### src/rtl/accel_gen_if.sv
// Accelerometer stimulus bus: sample-source select in, serial line, last sample and frame strobe out.
// The generator side (master) drives the outputs; the consuming side (slave) drives mode.
interface accel_gen_if;
    logic [1:0]  mode;
    logic        TX_A;
    logic [13:0] tx_data;
    logic        frm_done;

    modport master (input mode, output TX_A, output tx_data, output frm_done);
    modport slave  (output mode, input TX_A, input tx_data, input frm_done);
endinterface

### src/rtl/accel_gen.sv
// Accelerometer sample generator: 14-bit samples sent as two UART bytes on TX_A (ACCEL_GEN_PARITY_EN adds even parity).
// Latency: first start bit GAP_CYCLES+1 clocks after reset; frame period 20*BAUD_DIV (22 with parity) + GAP_CYCLES + 1.
// Backpressure: none, free-running; mode is sampled only in LOAD.
module accel_gen #(
    parameter int          BAUD_DIV   = 16,
    parameter int          GAP_CYCLES = 256,
    parameter logic [15:0] LFSR_SEED  = 16'hACE1
) (
    input  logic         clk,
    input  logic         rst_n,
    accel_gen_if.master  bus
);

`ifdef ACCEL_GEN_PARITY_EN
    localparam int NBITS = 11;
`else
    localparam int NBITS = 10;
`endif

    localparam int CW = $clog2(((GAP_CYCLES > BAUD_DIV) ? GAP_CYCLES : BAUD_DIV) + 1);
    localparam logic [CW-1:0] GAP_LAST  = CW'(GAP_CYCLES - 1);
    localparam logic [CW-1:0] BAUD_LAST = CW'(BAUD_DIV - 1);
    localparam logic [3:0]    BIT_LAST  = 4'(NBITS - 1);

    typedef enum logic [1:0] {S_GAP, S_LOAD, S_SEND_HI, S_SEND_LO} state_t;

    state_t        r_state, w_state_nxt;
    logic [CW-1:0] r_cnt, w_cnt_nxt;
    logic [3:0]    r_bit, w_bit_nxt;
    logic          r_tx, w_tx_nxt;
    logic [13:0]   r_tx_data, w_data_nxt;
    logic          r_frm_done, w_done;
    logic [15:0]   r_lfsr, w_lfsr_step;
    logic [2:0]    r_idx;
    logic [13:0]   r_ramp, w_corner;
    logic          w_load;

    // Bit k of a byte on the wire: start, 8 data LSB first, optional even parity, stop.
    function automatic logic f_bit(input logic [7:0] b, input logic [3:0] k);
        logic [3:0] km1;
        km1 = k - 4'd1;
        if (k == 4'd0)
            return 1'b0;
        else if (k <= 4'd8)
            return b[km1[2:0]];
`ifdef ACCEL_GEN_PARITY_EN
        else if (k == 4'd9)
            return ^b;
`endif
        else
            return 1'b1;
    endfunction

    assign w_lfsr_step = {r_lfsr[14:0], r_lfsr[15] ^ r_lfsr[13] ^ r_lfsr[12] ^ r_lfsr[10]};

    always_comb begin
        w_corner = 14'h0000;
        case (r_idx)
            3'd0:    w_corner = 14'h1FFF;
            3'd1:    w_corner = 14'h2000;
            3'd2:    w_corner = 14'h0000;
            3'd3:    w_corner = 14'h3FFF;
            default: w_corner = 14'h0001;
        endcase
    end

    always_comb begin
        w_state_nxt = r_state;
        w_cnt_nxt   = r_cnt;
        w_bit_nxt   = r_bit;
        w_load      = 1'b0;
        w_done      = 1'b0;
        case (r_state)
            S_GAP: begin
                if (r_cnt == GAP_LAST) begin
                    w_state_nxt = S_LOAD;
                    w_cnt_nxt   = '0;
                end else begin
                    w_cnt_nxt = r_cnt + 1'b1;
                end
            end
            S_LOAD: begin
                w_load      = 1'b1;
                w_state_nxt = S_SEND_HI;
                w_cnt_nxt   = '0;
                w_bit_nxt   = 4'd0;
            end
            S_SEND_HI, S_SEND_LO: begin
                if (r_cnt == BAUD_LAST) begin
                    w_cnt_nxt = '0;
                    if (r_bit == BIT_LAST) begin
                        w_bit_nxt = 4'd0;
                        if (r_state == S_SEND_HI) begin
                            w_state_nxt = S_SEND_LO;
                        end else begin
                            w_state_nxt = S_GAP;
                            w_done      = 1'b1;
                        end
                    end else begin
                        w_bit_nxt = r_bit + 4'd1;
                    end
                end else begin
                    w_cnt_nxt = r_cnt + 1'b1;
                end
            end
            default: begin
                w_state_nxt = S_GAP;
                w_cnt_nxt   = '0;
                w_bit_nxt   = 4'd0;
            end
        endcase
    end

    always_comb begin
        w_data_nxt = r_tx_data;
        if (w_load) begin
            case (bus.mode)
                2'd0:    w_data_nxt = 14'h0000;
                2'd1:    w_data_nxt = w_lfsr_step[13:0];
                2'd2:    w_data_nxt = w_corner;
                default: w_data_nxt = r_ramp + 14'd1;
            endcase
        end
    end

    // TX_A is registered from the next state so each bit lands exactly on its cycle boundary.
    always_comb begin
        w_tx_nxt = 1'b1;
        case (w_state_nxt)
            S_SEND_HI: w_tx_nxt = f_bit({2'b00, w_data_nxt[13:8]}, w_bit_nxt);
            S_SEND_LO: w_tx_nxt = f_bit(w_data_nxt[7:0], w_bit_nxt);
            default:   w_tx_nxt = 1'b1;
        endcase
    end

    always_ff @(posedge clk or negedge rst_n) begin
        if (!rst_n) begin
            r_state    <= S_GAP;
            r_cnt      <= '0;
            r_bit      <= 4'd0;
            r_tx       <= 1'b1;
            r_tx_data  <= 14'h0000;
            r_frm_done <= 1'b0;
        end else begin
            r_state    <= w_state_nxt;
            r_cnt      <= w_cnt_nxt;
            r_bit      <= w_bit_nxt;
            r_tx       <= w_tx_nxt;
            r_tx_data  <= w_data_nxt;
            r_frm_done <= w_done;
        end
    end

    // Only the generator selected at LOAD advances; the others hold.
    always_ff @(posedge clk or negedge rst_n) begin
        if (!rst_n) begin
            r_lfsr <= LFSR_SEED;
            r_idx  <= 3'd0;
            r_ramp <= 14'h0000;
        end else if (w_load) begin
            case (bus.mode)
                2'd1: r_lfsr <= w_lfsr_step;
                2'd2: r_idx  <= (r_idx == 3'd4) ? 3'd0 : r_idx + 3'd1;
                2'd3: r_ramp <= r_ramp + 14'd1;
                default: ;
            endcase
        end
    end

    assign bus.TX_A     = r_tx;
    assign bus.tx_data  = r_tx_data;
    assign bus.frm_done = r_frm_done;

endmodule

### src/flat_wrapper.sv
// flat-port wrapper written by rule: the top's interface ports become plain ports
module accel_gen_flat 
#(
    parameter int          BAUD_DIV   = 16,
    parameter int          GAP_CYCLES = 256,
    parameter logic [15:0] LFSR_SEED  = 16'hACE1
)
  (clk, rst_n, bus_mode, bus_TX_A, bus_tx_data, bus_frm_done);
  accel_gen_if bus_i ();
  input  logic clk;
  input  logic rst_n;
  input wire logic [$bits(bus_i.mode)-1:0] bus_mode;
  output wire logic [$bits(bus_i.TX_A)-1:0] bus_TX_A;
  output wire logic [$bits(bus_i.tx_data)-1:0] bus_tx_data;
  output wire logic [$bits(bus_i.frm_done)-1:0] bus_frm_done;
  assign bus_i.mode = bus_mode;
  assign bus_TX_A = bus_i.TX_A;
  assign bus_tx_data = bus_i.tx_data;
  assign bus_frm_done = bus_i.frm_done;
  accel_gen #(.BAUD_DIV(BAUD_DIV), .GAP_CYCLES(GAP_CYCLES), .LFSR_SEED(LFSR_SEED)) u_core (.clk(clk), .rst_n(rst_n), .bus(bus_i));
endmodule
### config.mk
export PLATFORM = sky130hd
export DESIGN_NAME = accel_gen_flat
export DESIGN_NICKNAME = d
export VERILOG_FILES = /design/src/rtl/accel_gen_if.sv /design/src/rtl/accel_gen.sv /design/src/flat_wrapper.sv
export SDC_FILE = /design/constraint.sdc
export NUM_CORES = 1
export LEC_CHECK = 0
export ABC_AREA = 1
export BUFFER_PORTS_ARGS = -buffer_cell sky130_fd_sc_hd__buf_2
export CORE_MARGIN = 2
export CORE_UTILIZATION = 62
export DETAILED_ROUTE_END_ITERATION = 7
export PLACE_DENSITY = 0.84
export SLEW_MARGIN = 20
export SYNTH_ARGS = -nofsm -noshare
export SYNTH_HDL_FRONTEND = slang
export SYNTH_SLANG_ARGS = --single-unit
### constraint.sdc
create_clock -name clk -period 5.45 [get_ports clk]
set_input_delay 0.545 -clock clk [delete_from_list [all_inputs] [get_ports clk]]
set_output_delay 0.545 -clock clk [all_outputs]
set_load 0.03 [all_outputs]
==> impl_metrics.yaml <==
clock_tree:
  clock-root-buffer: "clkbuf_8"
  post_cts_buffers: 0
  hold_buffers: 0
  cts.sinks: 64
  worstSkewPairLatency_ns: 0.34
  numCtsBuffers: 9
  cts_tree: "done"
  cts_resized: 0
  cts_max_level: 3
  clk_pin_slew_ns: 0.07
  clk_path_buf_depth: 2
yosys:
  synthArstFlopShare: 1.00
  netlist_top_cells_area: "dfrtp_1 39%, nand2_1 16%, dfstp_2 6.6%"
  yosys.cell_types.count: 36
  ys_seq_area_frac: 0.451
  yosys_warnings: 0
  syn_nets: 475
  synth_ff_type: "dfrtp_1"
  netlist_area_um2: 3570
  postSynthAreaPerCell_um2: 7.75
  synth.top_cells.by_count: "157 x nand2_1, 55 x dfrtp_1, 50 x inv_1"
  synth_top_cell_area_share: 0.385
  syn_inst: 461
  ys_ff_latch: 64
  yosysMostFrequentCell: "nand2_1"
  synth_edf_count: 0
  synth_top_cell_by_area: "dfrtp_1"
power_and_ir_drop:
  pwr-share-comb: 0.033
  sequentialPowerShare: 0.523
  ir_worst_vdd_v: 0.000186
  switching_share: 0.221
  p_int_mw: 0.725
  leakage_nw: 1.91
  power_density_nw_per_um2: 239
  p_sw_mw: 0.206
  pwr-share-clk: 0.444
sta:
  whs_ns: 0.363
  rsz0062_at_grt: "no"
  max_slew_margin: 0.471
  finalSetupViolCount: 0
  slew_viol_final: 0
  max_freq_mhz: 408
  tightest_slew_ns: 0.794
  skew_ns: 0.00721
  fin_crit_sh: 0.450
  layout_min_cycle_time_ns: 2.45
  hold_viol: 0
  setup_tns_ns: 0
critical_path:
  cp-end-kind: "flip-flop"
  cp.arrival_ns: 2.72
  required_ns: 5.71
  slowest_stage: "ha_1"
  max_stage_delay_ns: 0.40
  crit_chain: "ha_1 > nand3_2 > inv_1 > nand4_2 > o22ai_1 > nand2_1 > ha_1 > inv_1 > nand3_1 > nand2_1 > nand2_1 > nand3_1 > nand2_1 > nand3_2"
  worstSetupPathType: "reg2reg"
  path_delay_family: "simple AND/OR/NAND/NOR gates"
  cpMostUsedCell: "nand2_1"
  cp.buffers_inverters: 2
  crit_fanout: 5
  start_kind: "flip-flop"
floorplan:
  coreArea_um2: 5540
  start_util: 0.645
  io_pins: 20
  die_h_um: 79.9
  die-area_um2: 6380
  row_count: 27
  die_w_um: 79.9
place:
  placed_cell_area_um2: 3700
  dp_hpwl_mm: 5.69
  io_buffers: 19
  gp_congestion: 0.912
global_route:
  grt_pass1_vias: 3009
  grt_max_degree: 65
  grtUsageTotal: 0.270
  grt_antenna_before_repair: 0
  grt_pass1_wl_mm: 13.3
  overflow: 0
routing:
  vias: 3028
  drc: 0
  first_pass_iters: 4
  ant_nets: 0
  drt_iter0_markers: 216
  via_per_inst: 5.39
  wire_per_inst_um: 14.0
  wirelength_mm: 7.86
min_path:
  hold_path_class: "in2async"
outcome:
  outcome: "finished clean"
finish:
  drive_gt1_frac: 0.157
  diodes: 0
  num-nets-final: 499
  synthToLayoutAreaGrowth_pct: 9.28
  fin_area_um2: 3900
flow_run:
  maxCapViolations: 0
[through the flow]
step / setup WS, ns / total power [mW] / std cells / utilization
global route: 2.81 / 0.957 / 562 / 0.705
CTS: 3.04 / 0.937 / 562 / 0.705
global placement: 3.21 / 0.524 / 546 / 0.669
detailed placement: 3.10 / 0.527 / 546 / 0.669
finish: 3.00 / 0.932 / 562 / 0.705
floorplan: 3.44 / 0.509 / 461 / -
[worst reg2reg max path, stage by stage (launching register included)]
cell and delay [ns]:
dfrtp_1 0.37, ha_1 0.21, nand3_2 0.13, inv_1 0.18, nand4_2 0.20, o22ai_1 0.16, nand2_1 0.10, ha_1 0.40
inv_1 0.12, nand3_1 0.09, nand2_1 0.07, nand2_1 0.09, nand3_1 0.09, nand2_1 0.09, nand3_2 0.08
[final cells by class]
class                           count  area (um^2)
Clock inverter                      3         40.0
Multi-Input combinational cell    333         1680
Sequential cell                    64         1610
Fill cell                         442         1640
Inverter                           57          216
Timing Repair Buffer               20          103
Tap cell                           72         90.1
Clock buffer                       13          159
[power groups by stage]
stage | combinational (mW) | clock, mW | sequential [mW]
after floorplan | 0.0152 | 0 | 0.494
after global placement | 0.0289 | 0 | 0.495
after detailed placement | 0.0311 | 0 | 0.496
after CTS | 0.0311 | 0.419 | 0.487
after global routing | 0.0357 | 0.434 | 0.488
final | 0.0305 | 0.414 | 0.487
[state kept, by name, indices dropped and copies added, names as in the netlist]
name and cells:
u_core.bus.frm_done 1, u_core.r_cnt 9, u_core.r_ramp 14, u_core.bus.TX_A 1, u_core.r_state 2, u_core.r_bit 4, u_core.r_lfsr 16, u_core.bus.tx_data 14
u_core.r_idx 3
[kinds of logic (layout without fill, tap and decap cells)]
kind of cell             count (synthesis)  count (layout)  synth area share
buffers and inverters                   64              93            0.0774
AND/OR/NAND/NOR                        273             273             0.352
flip-flops                              64              64             0.451
adder cells (fa/ha/maj)                 10              10            0.0350
AO/OA/AOI/OAI                           45              45            0.0718
XOR/XNOR                                 5               5            0.0123
[layout by cell type (no fill, tap or decap), drive strengths merged]
cell    count
inv        57
nor3b       3
o21bai      2
xor2        3
nand3      41
nand4      12
a21oi      13
o211ai      2
a22oi       1
bufinv      1
nor3        3
nand2     163
nor2       49
dfrtp      55
clkbuf     13
and3        1
xnor2       2
o22ai       2
buf        20
o21a        1
dfstp       9
o21ai      23
or2         1
ha         10
clkinv      2
o31ai       1
[worst paths after layout]
check | end | startpoint | cells after the start | slack, ns
setup / recovery | u_core.bus.TX_A | u_core.r_cnt[0] | 14 | 3.00
hold / removal | u_core.r_cnt[3] | rst_n | 2 | 0.36
setup reg to reg | u_core.bus.TX_A | u_core.r_cnt[0] | 14 | 3.00
hold reg to reg | u_core.r_lfsr[6] | u_core.r_lfsr[6] | 2 | 0.46
max in group asynchronous | u_core.r_ramp[6] | rst_n | 2 | 4.56
min in group clk | u_core.r_lfsr[6] | u_core.r_lfsr[6] | 2 | 0.46
[layer usage]
layer / vias up / routed length, um / global-route usage / part of all wire
met2: 102 / 3820 / 0.446 / 0.49
met1: 1393 / 3430 / 0.347 / 0.44
met3: 18 / 402 / 0.0385 / 0.051
met5: - / 0 / 0 / 0
li1: 1515 / - / - / -
met4: 0 / 208 / 0.139 / 0.026
(Power assumes the default switching activity.)
